$ cat src/rtl/sar_pkg.sv
// Shared types and constants for the successive-approximation search engine.
package sar_pkg;

  typedef enum logic [1:0] {
    IDLE  = 2'd0,
    TRIAL = 2'd1,
    DONE  = 2'd2
  } state_t;

  localparam logic MODE_LIN = 1'b0;
  localparam logic MODE_SQ  = 1'b1;

endpackage

$ cat src/rtl/sar_search_engine_if.sv
// Control/result bundle between the requesting FSM and the search engine.
interface sar_search_engine_if #(
  parameter int XW = 8,
  parameter int YW = 10
);
  logic          start;
  logic          mode;
  logic [YW-1:0] target;
  logic          busy;
  logic          done;
  logic          exact;
  logic [XW-1:0] x;
  logic [YW-1:0] y;

  modport master (output start, mode, target, input busy, done, exact, x, y);
  modport slave  (input start, mode, target, output busy, done, exact, x, y);
endinterface

$ cat src/rtl/sar_func.sv
// Transfer function f(x, mode) at full width; no saturation here.
module sar_func
  import sar_pkg::*;
#(
  parameter int XW       = 8,
  parameter int GAIN     = 3,
  parameter int SQ_SHIFT = 6,
  parameter int FW       = 16
) (
  input  logic [XW-1:0] x,
  input  logic          mode,
  output logic [FW-1:0] f
);

  logic [FW-1:0] lin;
  logic [FW-1:0] prod;
  logic [FW-1:0] sq;

  // FW is at least 2*XW, so the square never overflows before the shift
  always_comb begin
    lin  = FW'(x) * FW'(GAIN);
    prod = FW'(x) * FW'(x);
    sq   = prod >> SQ_SHIFT;
    f    = lin;
    case (mode)
      MODE_LIN: f = lin;
      MODE_SQ:  f = sq;
      default:  f = lin;
    endcase
  end

endmodule

$ cat src/rtl/sar_search_engine.sv
// MSB-first successive-approximation search for the largest x with f(x) <= target.
module sar_search_engine
  import sar_pkg::*;
#(
  parameter int XW       = 8,
  parameter int YW       = 10,
  parameter int GAIN     = 3,
  parameter int SQ_SHIFT = 6
) (
  input  logic                clk,
  input  logic                reset,
  sar_search_engine_if.slave  bus
);

  localparam int LW = XW + $clog2(GAIN + 1);
  localparam int SW = 2 * XW;
  localparam int FW = (LW > SW) ? LW : SW;
  localparam int CW = (FW > YW) ? FW : YW;
  localparam int IW = (XW > 1) ? $clog2(XW) : 1;

  state_t        state_q, state_d;
  logic [XW-1:0] x_q, x_d;
  logic [IW-1:0] idx_q, idx_d, idx_m1;
  logic [YW-1:0] tgt_q, tgt_d;
  logic [YW-1:0] y_q, y_d;
  logic          mode_q, mode_d;
  logic          exact_q, exact_d;
  logic [FW-1:0] f_cur, f_nxt;
  logic [CW-1:0] tgt_w;

  // f_cur drives the trial decision; f_nxt tracks the code being registered so y stays aligned with x
  sar_func #(.XW(XW), .GAIN(GAIN), .SQ_SHIFT(SQ_SHIFT), .FW(FW)) u_cur (
    .x(x_q), .mode(mode_q), .f(f_cur)
  );
  sar_func #(.XW(XW), .GAIN(GAIN), .SQ_SHIFT(SQ_SHIFT), .FW(FW)) u_nxt (
    .x(x_d), .mode(mode_d), .f(f_nxt)
  );

  assign tgt_w  = CW'(tgt_q);
  assign idx_m1 = idx_q - 1'b1;

  always_comb begin
    state_d = state_q;
    x_d     = x_q;
    idx_d   = idx_q;
    tgt_d   = tgt_q;
    mode_d  = mode_q;
    exact_d = exact_q;
    case (state_q)
      IDLE: begin
        if (bus.start) begin
          state_d = TRIAL;
          tgt_d   = bus.target;
          mode_d  = bus.mode;
          x_d     = XW'(1) << (XW - 1);
          idx_d   = IW'(XW - 1);
          exact_d = 1'b0;
        end
      end
      TRIAL: begin
        if (CW'(f_cur) > tgt_w) x_d[idx_q] = 1'b0;
        if (idx_q != '0) begin
          x_d[idx_m1] = 1'b1;
          idx_d       = idx_m1;
        end else begin
          state_d = DONE;
          exact_d = (CW'(f_nxt) == tgt_w);
        end
      end
      DONE:    state_d = IDLE;
      default: state_d = IDLE;
    endcase

    if (CW'(f_nxt) > CW'({YW{1'b1}})) y_d = '1;
    else                              y_d = YW'(f_nxt);
  end

  always_ff @(posedge clk or negedge reset) begin
    if (!reset) begin
      state_q <= IDLE;
      x_q     <= '0;
      idx_q   <= '0;
      tgt_q   <= '0;
      mode_q  <= 1'b0;
      exact_q <= 1'b0;
      y_q     <= '0;
    end else begin
      state_q <= state_d;
      x_q     <= x_d;
      idx_q   <= idx_d;
      tgt_q   <= tgt_d;
      mode_q  <= mode_d;
      exact_q <= exact_d;
      y_q     <= y_d;
    end
  end

  assign bus.x     = x_q;
  assign bus.y     = y_q;
  assign bus.exact = exact_q;
  assign bus.busy  = (state_q != IDLE);
  assign bus.done  = (state_q == DONE);

endmodule

$ cat src/flat_wrapper.sv
// flat-port wrapper written by rule: the top's interface ports become plain ports
module sar_search_engine_flat import sar_pkg::*;
#(
  parameter int XW       = 8,
  parameter int YW       = 10,
  parameter int GAIN     = 3,
  parameter int SQ_SHIFT = 6
)
  (clk, reset, bus_start, bus_mode, bus_target, bus_busy, bus_done, bus_exact, bus_x, bus_y);
  sar_search_engine_if #(.XW(XW), .YW(YW)) bus_i ();
  input  logic clk;
  input  logic reset;
  input wire logic [$bits(bus_i.start)-1:0] bus_start;
  input wire logic [$bits(bus_i.mode)-1:0] bus_mode;
  input wire logic [$bits(bus_i.target)-1:0] bus_target;
  output wire logic [$bits(bus_i.busy)-1:0] bus_busy;
  output wire logic [$bits(bus_i.done)-1:0] bus_done;
  output wire logic [$bits(bus_i.exact)-1:0] bus_exact;
  output wire logic [$bits(bus_i.x)-1:0] bus_x;
  output wire logic [$bits(bus_i.y)-1:0] bus_y;
  assign bus_i.start = bus_start;
  assign bus_i.mode = bus_mode;
  assign bus_i.target = bus_target;
  assign bus_busy = bus_i.busy;
  assign bus_done = bus_i.done;
  assign bus_exact = bus_i.exact;
  assign bus_x = bus_i.x;
  assign bus_y = bus_i.y;
  sar_search_engine #(.XW(XW), .YW(YW), .GAIN(GAIN), .SQ_SHIFT(SQ_SHIFT)) u_core (.clk(clk), .reset(reset), .bus(bus_i));
endmodule
$ cat config.mk
export PLATFORM = sky130hd
export DESIGN_NAME = sar_search_engine_flat
export DESIGN_NICKNAME = d
export VERILOG_FILES = /design/src/rtl/sar_pkg.sv /design/src/rtl/sar_search_engine_if.sv /design/src/rtl/sar_func.sv /design/src/rtl/sar_search_engine.sv /design/src/flat_wrapper.sv
export SDC_FILE = /design/constraint.sdc
export NUM_CORES = 1
export LEC_CHECK = 0
export BUFFER_PORTS_ARGS = -buffer_cell sky130_fd_sc_hd__buf_2
export CAP_MARGIN = 20
export CORE_ASPECT_RATIO = 1.75
export CORE_MARGIN = 4
export CORE_UTILIZATION = 60
export CTS_CLUSTER_DIAMETER = 200
export DETAILED_ROUTE_END_ITERATION = 12
export HOLD_SLACK_MARGIN = 0.15
export PLACE_DENSITY = 0.89
export SYNTH_ARGS = -nofsm -noshare
export SYNTH_HDL_FRONTEND = slang
export SYNTH_HIERARCHICAL = 1
export SYNTH_SLANG_ARGS = --single-unit
$ cat constraint.sdc
create_clock -name clk -period 14.2 [get_ports clk]
set_input_delay 2.13 -clock clk [delete_from_list [all_inputs] [get_ports clk]]
set_output_delay 2.13 -clock clk [all_outputs]
set_load 0.1 [all_outputs]
==> reports/results.txt <==
Largest stage delay, worst path: 0.86 ns
Slew headroom: 33.7%
YS warnings: 6
root buf cell: clkbuf_16
Synth Flop Type: dfrtp_1
Buf+Inv Stages, Crit Path: 8
initial antenna violation count: 0
routability congestion estimate: 0.974
Final Skew: 0.00256 ns
CTS Buf Count: 5
Clk Latency, worst-skew pair: 0.28 ns
total track usage: 28.2%
number of global-route vias before repair: 5794
Crit path required time: 14.40 ns
slew of the pin with the lowest slew margin: 0.989 ns
HPWL after detailed placement: 13.6 mm
ys async rst share: 100%
Post-Synthesis Cell Area: 0.00620 mm²
Max Buffers Root-to-Sink: 2
Ports: 35
Setup CP Type: flop to flop
slowest CP cell: a31oi_1
Placed Area: 0.00643 mm²
register area share after synthesis: 14.1%
Final Net Count: 917
setup_tns: 0 ns
vias: 5483
global route overflow: 0
Largest delay share family, worst path: adder cells
crit share post-route: 84.1%
Max FO, Critical Path: 11
fin. max-slew vios: 0
clk sinks: 35
endpoint class of the critical path: flop
Initial DRC Count: 267
Register Area: 876 µm²
Detailed Routing Iterations Pass 1: 5
Netlist cell types: 68
hold_ws: 0.525 ns
Post-CTS Hold Fix Bufs: 0
clk slew on worst S/H paths: 0.05 ns
first-pass GRT wire length: 27.0 mm
post-CTS sizing: 0
largest net degree at the start of global routing: 36
unrepaired setup endpoints after global routing: no
postcts setup bufs: 0
Die H: 142 µm
max frequency: 0.0838 GHz
Die W: 84.8 µm
CTS H-tree lvls: 2
P&R area growth vs syn: 6.28%
Finished Cell Area: 0.00659 mm²
Via density: 6.19
num rows: 48
multi-input combinational cell area: 0.00472 mm²
IO buf count: 34
status: finished clean
Core Region: 0.00997 mm²
final hold vios: 0
CTS tree: built
starting density of the core: 62.2%
DRC viols: 0
EDFF count, synth: 0
Worst EP arrival: 12.14 ns
critical path startpoint category: flop
Final Setup Violations: 0
max-cap violations: 0
die area: 0.0121 mm²
flops & latches, synth: 35
share of cells above drive strength 1: 10.1%
synthesized area per cell: 8.43 µm²
# fillers: 846
HP Class: flop to flop
Final ANT Viol Nets: 0
Mapped Cells: 735
minimum clock period: 11.94 ns
DRT Wirelength: 16.5 mm
drt wl/cell: 18.7 µm
ant diodes: 0
Yosys cell counts, drive strengths merged, types with 6 or more instances:
cell type	count	area share (%)
a21o	9	1.1
xnor2	19	2.7
and2	25	2.5
o21ai	30	2.5
a21oi	38	3.1
clkbuf	11	0.67
fa	50	16
nand2	47	2.8
a31oi	13	1.3
nor2	38	2.3
ha	92	19
a32oi	7	0.99
dfrtp	35	14
nor4	11	1.4
nor3	13	1.2
o31ai	6	0.81
nand3	13	1.0
mux2i	6	0.97
a22oi	6	0.73
or2	15	1.5
buf	17	2.0
xor2	17	2.4
inv	127	7.7
nand4	15	1.5
worst reg2reg max path, delay by kind of cell, from the launching register on:
family          cells  cell delay, ns
compound gates     11            3.27
fa+ha+maj          13            5.98
xor+xnor            1            0.14
buf+inv             8            0.58
flops               1            0.60
simple gates        5            1.30
sequential cells by signal (all words and copies together), names as in the netlist:
register,flops
u_core/bus.y,10
u_core/idx_q,3
u_core/bus.exact,1
u_core/state_q,2
u_core/tgt_q,10
u_core/mode_q,1
u_core/bus.x,8
layer usage:
layer	vias to the layer above	GRT usage, %	wire length (µm)
met3	95	2.38	581
met5	-	0	0
li1	2534	-	-
met2	224	54.1	9150
met4	0	22.8	1390
met1	2630	26.3	5430
final timing paths:
check / startpoint / end / slack, ns / cells after the start
min in group asynchronous: reset / u_core/bus.exact$_DFFE_PN0P_ / 1.93 / 1
hold reg to reg: u_core/bus.exact$_DFFE_PN0P_ / u_core/bus.exact$_DFFE_PN0P_ / 0.53 / 2
setup reg to reg: u_core/bus.x[4]$_DFF_PN0_ / u_core/bus.exact$_DFFE_PN0P_ / 2.26 / 38
hold / removal: u_core/bus.exact$_DFFE_PN0P_ / u_core/bus.exact$_DFFE_PN0P_ / 0.53 / 2
setup / recovery: u_core/bus.x[4]$_DFF_PN0_ / u_core/bus.exact$_DFFE_PN0P_ / 2.26 / 38
max in group asynchronous: reset / u_core/bus.x[2]$_DFF_PN0_ / 11.78 / 1
metrics by stage:
step / utilization [%] / instances / setup slack, ns
floorplan: - / 745 / 2.94
global placement: 64.5 / 879 / 2.55
detailed placement: 64.5 / 879 / 2.44
CTS: 66.1 / 886 / 2.32
global route: 66.1 / 886 / 1.47
finish: 66.1 / 886 / 2.26
cells in the final DEF, fill, tap and decap left out, types with 6 or more instances in the layout:
master and n:
buf_2 34, a32oi_1 7, nand2_1 47, a21oi_1 38, nand4_1 15, o21ai_0 27, inv_1 127, nand3_1 13
dfrtp_1 35, nor4_1 10, a31oi_1 13, nor3_1 11, and2_1 24, fa_1 50, ha_1 92, nor2_1 38
a21o_1 9, mux2i_1 6, a22oi_1 6, conb_1 12, or2_2 15, xnor2_1 19, xor2_1 17
cell type report:
type / instances / area share [%]
Tap cell: 125 / 2.37
Sequential cell: 35 / 13.3
Timing Repair Buffer: 37 / 2.92
Clock inverter: 2 / 0.570
Clock buffer: 5 / 1.90
Inverter: 127 / 7.24
Multi-Input combinational cell: 555 / 71.7
logic make-up (layout without fill, tap and decap cells):
group | count (synthesis) | in the layout | synth area share (%)
AO/OA/AOI/OAI | 153 | 153 | 16.8
XOR/XNOR | 36 | 36 | 5.09
adder cells (fa/ha/maj) | 142 | 142 | 34.7
buffers and inverters | 155 | 171 | 10.4
flip-flops | 35 | 35 | 14.1
multiplexers | 9 | 9 | 1.51
other | 2 | 12 | 0.121
AND/OR/NAND/NOR | 203 | 203 | 17.3
Power is not shown: default switching activity piles up to over one toggle a cycle in this logic, so the estimate is an artifact.
